<file path="src/rtl/key_event_decoder.sv">
// rtl/key_event_decoder.sv - key gesture classifier: single/double click, long press, auto-repeat
//
// Purpose:
//   Consumes the debounced key_flag/key_state pair from key_filter.
//   Classifies each key gesture and reports it as a one-cycle registered pulse.
//
// Ports:
//   Clk          in   system clock
//   Rst          in   synchronous reset, active-high
//   key_flag     in   one-cycle pulse on each debounced edge
//   key_state    in   debounced level (0 = pressed, 1 = released), valid with key_flag
//   single_click out  one-cycle pulse: press/release with no second press in time
//   double_click out  one-cycle pulse: second release of a quick press pair
//   long_press   out  one-cycle pulse when the hold threshold is reached
//   repeat_tick  out  one-cycle pulse every REPEAT_CNT cycles while held long
//   busy         out  high whenever a gesture is in progress (state != IDLE)

module key_event_decoder #(
  parameter int LONG_CNT   = 50_000_000,
  parameter int DCLICK_CNT = 15_000_000,
  parameter int REPEAT_CNT = 10_000_000,
  parameter int CNT_W      = 32
) (
  input  logic Clk,
  input  logic Rst,
  input  logic key_flag,
  input  logic key_state,
  output logic single_click,
  output logic double_click,
  output logic long_press,
  output logic repeat_tick,
  output logic busy
);

  // Terminal timer values: the action fires on the cycle the timer reads N-1.
  localparam logic [CNT_W-1:0] LONG_MAX   = CNT_W'(LONG_CNT - 1);
  localparam logic [CNT_W-1:0] DCLICK_MAX = CNT_W'(DCLICK_CNT - 1);
  localparam logic [CNT_W-1:0] REPEAT_MAX = CNT_W'(REPEAT_CNT - 1);
  localparam logic [CNT_W-1:0] TIMER_ONE  = CNT_W'(1);

  typedef enum logic [2:0] {
    IDLE   = 3'd0,
    PRESS1 = 3'd1,
    WAIT2  = 3'd2,
    PRESS2 = 3'd3,
    HOLD   = 3'd4
  } state_t;

  state_t           state;
  state_t           state_nxt;
  logic [CNT_W-1:0] timer;
  logic [CNT_W-1:0] timer_nxt;
  logic             single_nxt;
  logic             double_nxt;
  logic             long_nxt;
  logic             repeat_nxt;
  logic             busy_nxt;

  logic press;
  logic release_ev;

  assign press      = key_flag & ~key_state;
  assign release_ev = key_flag &  key_state;

  // State, timer and all outputs are registered together so a condition
  // sampled on one edge shows up as a pulse for exactly the next cycle.
  always_ff @(posedge Clk) begin
    if (Rst) begin
      state        <= IDLE;
      timer        <= '0;
      single_click <= 1'b0;
      double_click <= 1'b0;
      long_press   <= 1'b0;
      repeat_tick  <= 1'b0;
      busy         <= 1'b0;
    end else begin
      state        <= state_nxt;
      timer        <= timer_nxt;
      single_click <= single_nxt;
      double_click <= double_nxt;
      long_press   <= long_nxt;
      repeat_tick  <= repeat_nxt;
      busy         <= busy_nxt;
    end
  end

  always_comb begin
    state_nxt  = state;
    timer_nxt  = timer + TIMER_ONE;
    single_nxt = 1'b0;
    double_nxt = 1'b0;
    long_nxt   = 1'b0;
    repeat_nxt = 1'b0;

    // Key events are checked before timeouts in every state, so an event
    // landing on the same edge as a timeout suppresses the timeout action.
    case (state)
      IDLE: begin
        // A release here is spurious (e.g. after a reset mid-press).
        if (press) begin
          state_nxt = PRESS1;
        end
      end

      PRESS1: begin
        if (release_ev) begin
          state_nxt = WAIT2;
        end else if (timer == LONG_MAX) begin
          long_nxt  = 1'b1;
          state_nxt = HOLD;
        end
      end

      WAIT2: begin
        if (press) begin
          state_nxt = PRESS2;
        end else if (timer == DCLICK_MAX) begin
          single_nxt = 1'b1;
          state_nxt  = IDLE;
        end
      end

      PRESS2: begin
        // Holding the second press too long turns into a long press and
        // the pending double click is dropped.
        if (release_ev) begin
          double_nxt = 1'b1;
          state_nxt  = IDLE;
        end else if (timer == LONG_MAX) begin
          long_nxt  = 1'b1;
          state_nxt = HOLD;
        end
      end

      HOLD: begin
        if (release_ev) begin
          state_nxt = IDLE;
        end else if (timer == REPEAT_MAX) begin
          repeat_nxt = 1'b1;
          timer_nxt  = '0;
        end
      end

      default: begin
        state_nxt = IDLE;
      end
    endcase

    // Timer restarts on every state entry; it is parked at zero in IDLE so
    // it can never run away while no gesture is active.
    if ((state_nxt != state) || (state_nxt == IDLE)) begin
      timer_nxt = '0;
    end

    busy_nxt = (state_nxt != IDLE);
  end

endmodule

</file>
<file path="config.mk">
export PLATFORM = sky130hd
export DESIGN_NAME = key_event_decoder
export DESIGN_NICKNAME = d
export VERILOG_FILES = /design/src/rtl/key_event_decoder.sv
export SDC_FILE = /design/constraint.sdc
export NUM_CORES = 1
export LEC_CHECK = 0
export CORE_MARGIN = 2
export CORE_UTILIZATION = 45
export CTS_CLUSTER_SIZE = 12
export DETAILED_ROUTE_END_ITERATION = 8
export PLACE_DENSITY = 0.65
export SLEW_MARGIN = 10
export SYNTH_ARGS = -nofsm -noshare
export SYNTH_HDL_FRONTEND = slang
export SYNTH_SLANG_ARGS = --single-unit
</file>
<file path="constraint.sdc">
create_clock -name Clk -period 1.89 [get_ports Clk]
set_input_delay 0.378 -clock Clk [delete_from_list [all_inputs] [get_ports Clk]]
set_output_delay 0.378 -clock Clk [all_outputs]
set_load 0.01 [all_outputs]
</file>
* Word level (Yosys, flattened, before mapping)
Index checks and enable logic that the tools add are counted.
** Cells by class
- $add $sub $neg :: 1
- Multipliers :: 0
- Divide/modulo/power cells :: 0
- Magnitude comparators :: 0
- Equality and inequality tests :: 8
- Shift-type cells :: 0
- Mux-type cells :: 15
- Bitwise operators :: 7
- Reduce and logical (&&, ||, !) cells :: 10
** Operator list (number)
- $mux 32 :: 3
- $eq 32x24->1 const B :: 2
- $add 32x1->32 const B :: 1
- $eq 32x26->1 const B :: 1
- $mux 3 :: 7
- $pmux 3 s5 :: 1
- $reduce_or 3->1 :: 3
- $eq 3x2->1 const B :: 2
- $logic_not 3->1 :: 2
- $reduce_or 2->1 :: 3
- $not 1->1 :: 5
- $mux 1 :: 4
- $eq 3x1->1 const B :: 1
- $eq 3x3->1 const B :: 1
- $ne 3x3->1 :: 1
- $reduce_bool 3->1 :: 1
- $and 1x1->1 :: 2
- $logic_or 1x1->1 :: 1
** Storage, ports and cells
- Register bits after elaboration :: 40
- Bits in latches :: 0
- Memory bits (writable) :: 0
- Memory bits (read-only) :: 0
- Bits of input ports :: 4
- Output and inout bits :: 5
- Word-level logic and storage cells :: 48
- Memories :: 0

* Longest topological paths before layout
- Depth in word-level cells :: 7
- Gate-level depth with buffers :: 7

* Worst setup path after synthesis
Ideal clock, no wire load.
- Kind :: reg2reg
- Start :: register timer[0]
- End :: register timer[28]
- Setup time :: 0.119 ns
- Arrival :: 1.877 ns
- Data required time :: 1.771 ns
- Path slack :: -0.106 ns
- Cell stages (with the launch flop) :: 7
- Period minus slack after synthesis :: 1.996 ns
- Cell sequence :: dfxtp_1 ha_1 nand3_2 or4_1 nor4_2 xnor2_1 nor3_2
** On the way
- Longest elaborated chain between the ends :: 7
- Elaborated cells between the ends (all ways) :: 17
- Classes of those cells :: add/sub: 1; eq/ne: 4; mux: 9; reduce/logical: 3
** Ends and longest elaborated chain
- start, declared :: RTL line 51 : logic [CNT_W-1:0] timer;
- start signal, assigned :: RTL line 78 : timer <= timer_nxt;
- parallel branches: the longest is 7 deep, another holds $add 32x1->32
Parallel ways; which one is timed is not known.
A chain may end at the register's enable or synchronous reset.

* Final worst setup path
- Start :: register timer[31]
- End :: register timer[10]
** On the way
- Longest elaborated chain between the ends :: 7
- Elaborated cells between the ends (all ways) :: 16
- Classes of those cells :: eq/ne: 4; mux: 9; reduce/logical: 3
** Ends and longest elaborated chain
- $eq 32x26->1 / $eq 32x24->1 (equally long branches) :: RTL line 108, 129, 117
- $mux 3, on equally long branches :: RTL line 108, 129, 117
- $mux 3, on equally long branches :: RTL line 126, 106, 115
- $pmux 3 s5 :: RTL line 97 : case (state)
- $ne 3x3->1 / $logic_not 3->1 (equally long branches) :: RTL line 151 : if ((state_nxt != state) || (state_nxt == IDLE)) begin
- $logic_or 1x1->1 :: RTL line 151
- $reduce_or 2->1 (no line)
Several ways; a longest one is shown, not always the timed one.

==> impl_results.md <==
- EDFF count, synth: 0
- Post-synthesis compound-gate area fraction: 0.0462
- Fillers: 345
- Busiest layer in global routing: met2
- Failing checks: negative setup slack
- CTS tree: built
- GRT met2 Usage: 0.343
- Tot GR Track Use: 0.205
- Sw frac: 0.251
- Diode count: 0
- Most frequent cells in the layout: buf_4 (53), nor3_1 (38), dfxtp_1 (36)
- Final Non-Filler Cells: roughly 350
- Post-CTS Hold Buffers: 0
- Simple-gate area share of the yosys netlist: 0.392
- Residual DRC: 0
- CP max stage delay: around 0.54 ns
- Primary FF master, synth: dfxtp_1
- WS Path Type: register to register
- Mean Syn Cell Area: 8.94 µm²
- Unrepaired setup endpoints after global routing: yes
- Largest net degree at the start of global routing: 14
- Crit Path Max Fanout: 13
- Post-route minimum period: 1.94 ns
- Post-route setup TNS: -0.820 ns
- Relative slew slack: 0.756
- Final period utilization: 1.02
- Vias in the first global route: 1,812
- Sw Pwr: 0.393 mW
- Max rail drop VDD: between 0.0005 and 0.0006 V
- RD Place Congestion: 0.843
- Routed WL: 4.99 mm
- First-pass GRT wire length: 8.35 mm
- CP cell instances: or4_4 > nor4_4 > a32oi_1 > o21ai_2 > buf_4 > buf_12 > nor3_1
- Syn nets: 238
- Nets: 301
- CTS root buffer: clkbuf_8
- Crit path DAT: ~2.1 ns
- Die footprint: 5190 µm²
- Post-Synth XOR/XNOR Area: 0.126
- Leakage: 0.975 nW
- Outcome: finished, violations left
- Synthesized area: 2080 µm²
- DRT iter0 DRCs: around 110
- Max clock buf depth: 2
- Ys async rst share: 0
- CP bufs+invs: 2
- Layout cells sized above 1: 0.358
- Final Hold Vio Count: 0
- Adder-cell share of the synthesized area: 0.00601
- FF-to-FF setup slack: -0.05 ns
- Sequential share of power: 0.547
- Port Buffers: 8
- Syn Inst Count: 233
- Dpl cells: 333
- Final core occ: 0.650
- Most common cell after layout, fill and taps aside: buf_4
- H-tree levels: 2
- Core box area: 4410 µm²
- Synth-to-layout area growth: 37.8%
- Comb pwr share: 0.098
- Max-slew violation count: 0
- Die X: slightly above 70 µm
- Hold Crit Class: register to register
- Crit. End Element: register
- Die Y: 72.0 µm
- CTS sink cnt: 40
- CP max stage cell: or4_4
- Routed wire per std cell: 14.3 µm
- Internal power: 1.17 mW
- CP Data Required Time: between 2 and 2.5 ns
- Total of max-cap violations: 0
- Sequential area share after synthesis: 0.384
- Hold_ws: 0.539 ns
- Total CTS buffers: 5
- Yosys warns: 0
- Clk_lat worst skew: 0.30 ns
- Total grt overflow: 0
- Initial Util: 0.472
- Final Total Pwr: 1.56 mW
- Post-route ant nets: 0
- Initial antenna violation count: 0
- Vias per cell: 5.45
- Clk_skew: approximately 0.0069 ns
- Cell variety after synth: 46
- Critical path's top delay family: simple AND/OR/NAND/NOR gates
- Global-route met1 utilization: 0.265
- Boundary Pins: 9
- DR vias: 1,896
- Dpl hpwl: 3.31 mm
- Final setup fails: 28
- PwrDens: 545 nW/µm²
- FMAX: 516 MHz
- Site row count: 24
- Seq cells post-synth: 40
- Clock Power Share: 0.355
- Post-route setup slack: -0.0463 ns
- M3 GR Usage: 0.0389
- Post-synthesis mux area share: 0
- Clock Pin Slew Worst Setup and Hold Paths: 0.08 ns
- Least-Margin Pin Slew: 0.364 ns
- Startpoint types: register
- Largest family of logic cells by synthesized area: simple AND/OR/NAND/NOR gates
- Drt first pass iters: 4
## layout make-up
cell class	instances	area, µm²	share of cell area
multi-input cells	174	1320	0.459
flip-flops and latches	40	806	0.281
repair buffers	67	571	0.199
clock buffers	5	68.8	0.0240
well taps	52	65.1	0.0227
inverters	8	30.0	0.0105
clock inverters	2	12.5	0.00436
## sequential cells by signal, indices dropped and copies added (netlist names)
signal / cells
single_click: 1
timer: 32
state: 3
busy: 1
long_press: 1
double_click: 1
repeat_tick: 1
## kinds of logic after synthesis
logic type                 Yosys count
AOI/OAI and AO/OA                   13
xor gates and xnor gates            30
adders and majority gates            1
buffers and inverters               19
DFF                                 40
and+or+nand+nor                    130
## through the flow
stage | worst slack, ns | cell area, µm²
floorplan | -0.00768 | 2130
global placement | -0.187 | 2590
detailed placement | -0.269 | 2590
CTS | -0.0278 | 2810
global route | -0.125 | 2870
finish | -0.0463 | 2870
## repair_timing
action                                  4_1_cts  5_1_grt
gates resized for setup                      11       13
cloned                                        1        0
pin swaps                                     1        6
buffers inserted                              6        1
endpoints found under the setup margin       34       37
## synth_stat cells (all sizes together), types with 3 or more instances
cell type  number  area share
nor4b           3       0.019
inv             8       0.014
buf             8       0.026
nand2          20       0.036
or4             6       0.023
nand4bb         3       0.016
xor2            9       0.038
xnor2          21       0.088
nor3           45        0.12
o21ai           3      0.0090
or3             3      0.0090
nor2           14       0.025
nand4           4       0.012
clkbuf          3      0.0054
nand3          10       0.026
nor4           11       0.062
dfxtp          40        0.38
## worst reg2reg max path: stages (launching register included)
cell and delay [ns]:
dfxtp_2 0.33, or4_4 0.54, nor4_4 0.27, a32oi_1 0.11, o21ai_2 0.23, buf_4 0.16
buf_12 0.13, nor3_1 0.06
## worst paths after layout
kind         startpoint   endpoint  cells after the start
max           timer[31]  timer[10]                      7
min            timer[0]   timer[0]                      2
max reg2reg   timer[31]  timer[10]                      7
min reg2reg    timer[0]   timer[0]                      2
## power groups by stage
stage                     clock network [mW]  registers, mW  logic, mW
final                                  0.556          0.856      0.153
after floorplan                            0          0.876     0.0752
after global placement                     0          0.873      0.124
after CTS                              0.569          0.853      0.148
after global routing                   0.593          0.857      0.165
after detailed placement                   0          0.873      0.125
## metal layers
| layer | wire [µm] | vias to the layer above | part of all wire |
|---|---|---|---|
| li1 | - | 962 | - |
| met3 | 109 | 9 | 0.022 |
| met4 | 86 | 0 | 0.017 |
| met2 | 2380 | 24 | 0.48 |
| met5 | 0 | - | 0 |
| met1 | 2410 | 901 | 0.48 |
Note: power is estimated with default switching activity, not from simulation.
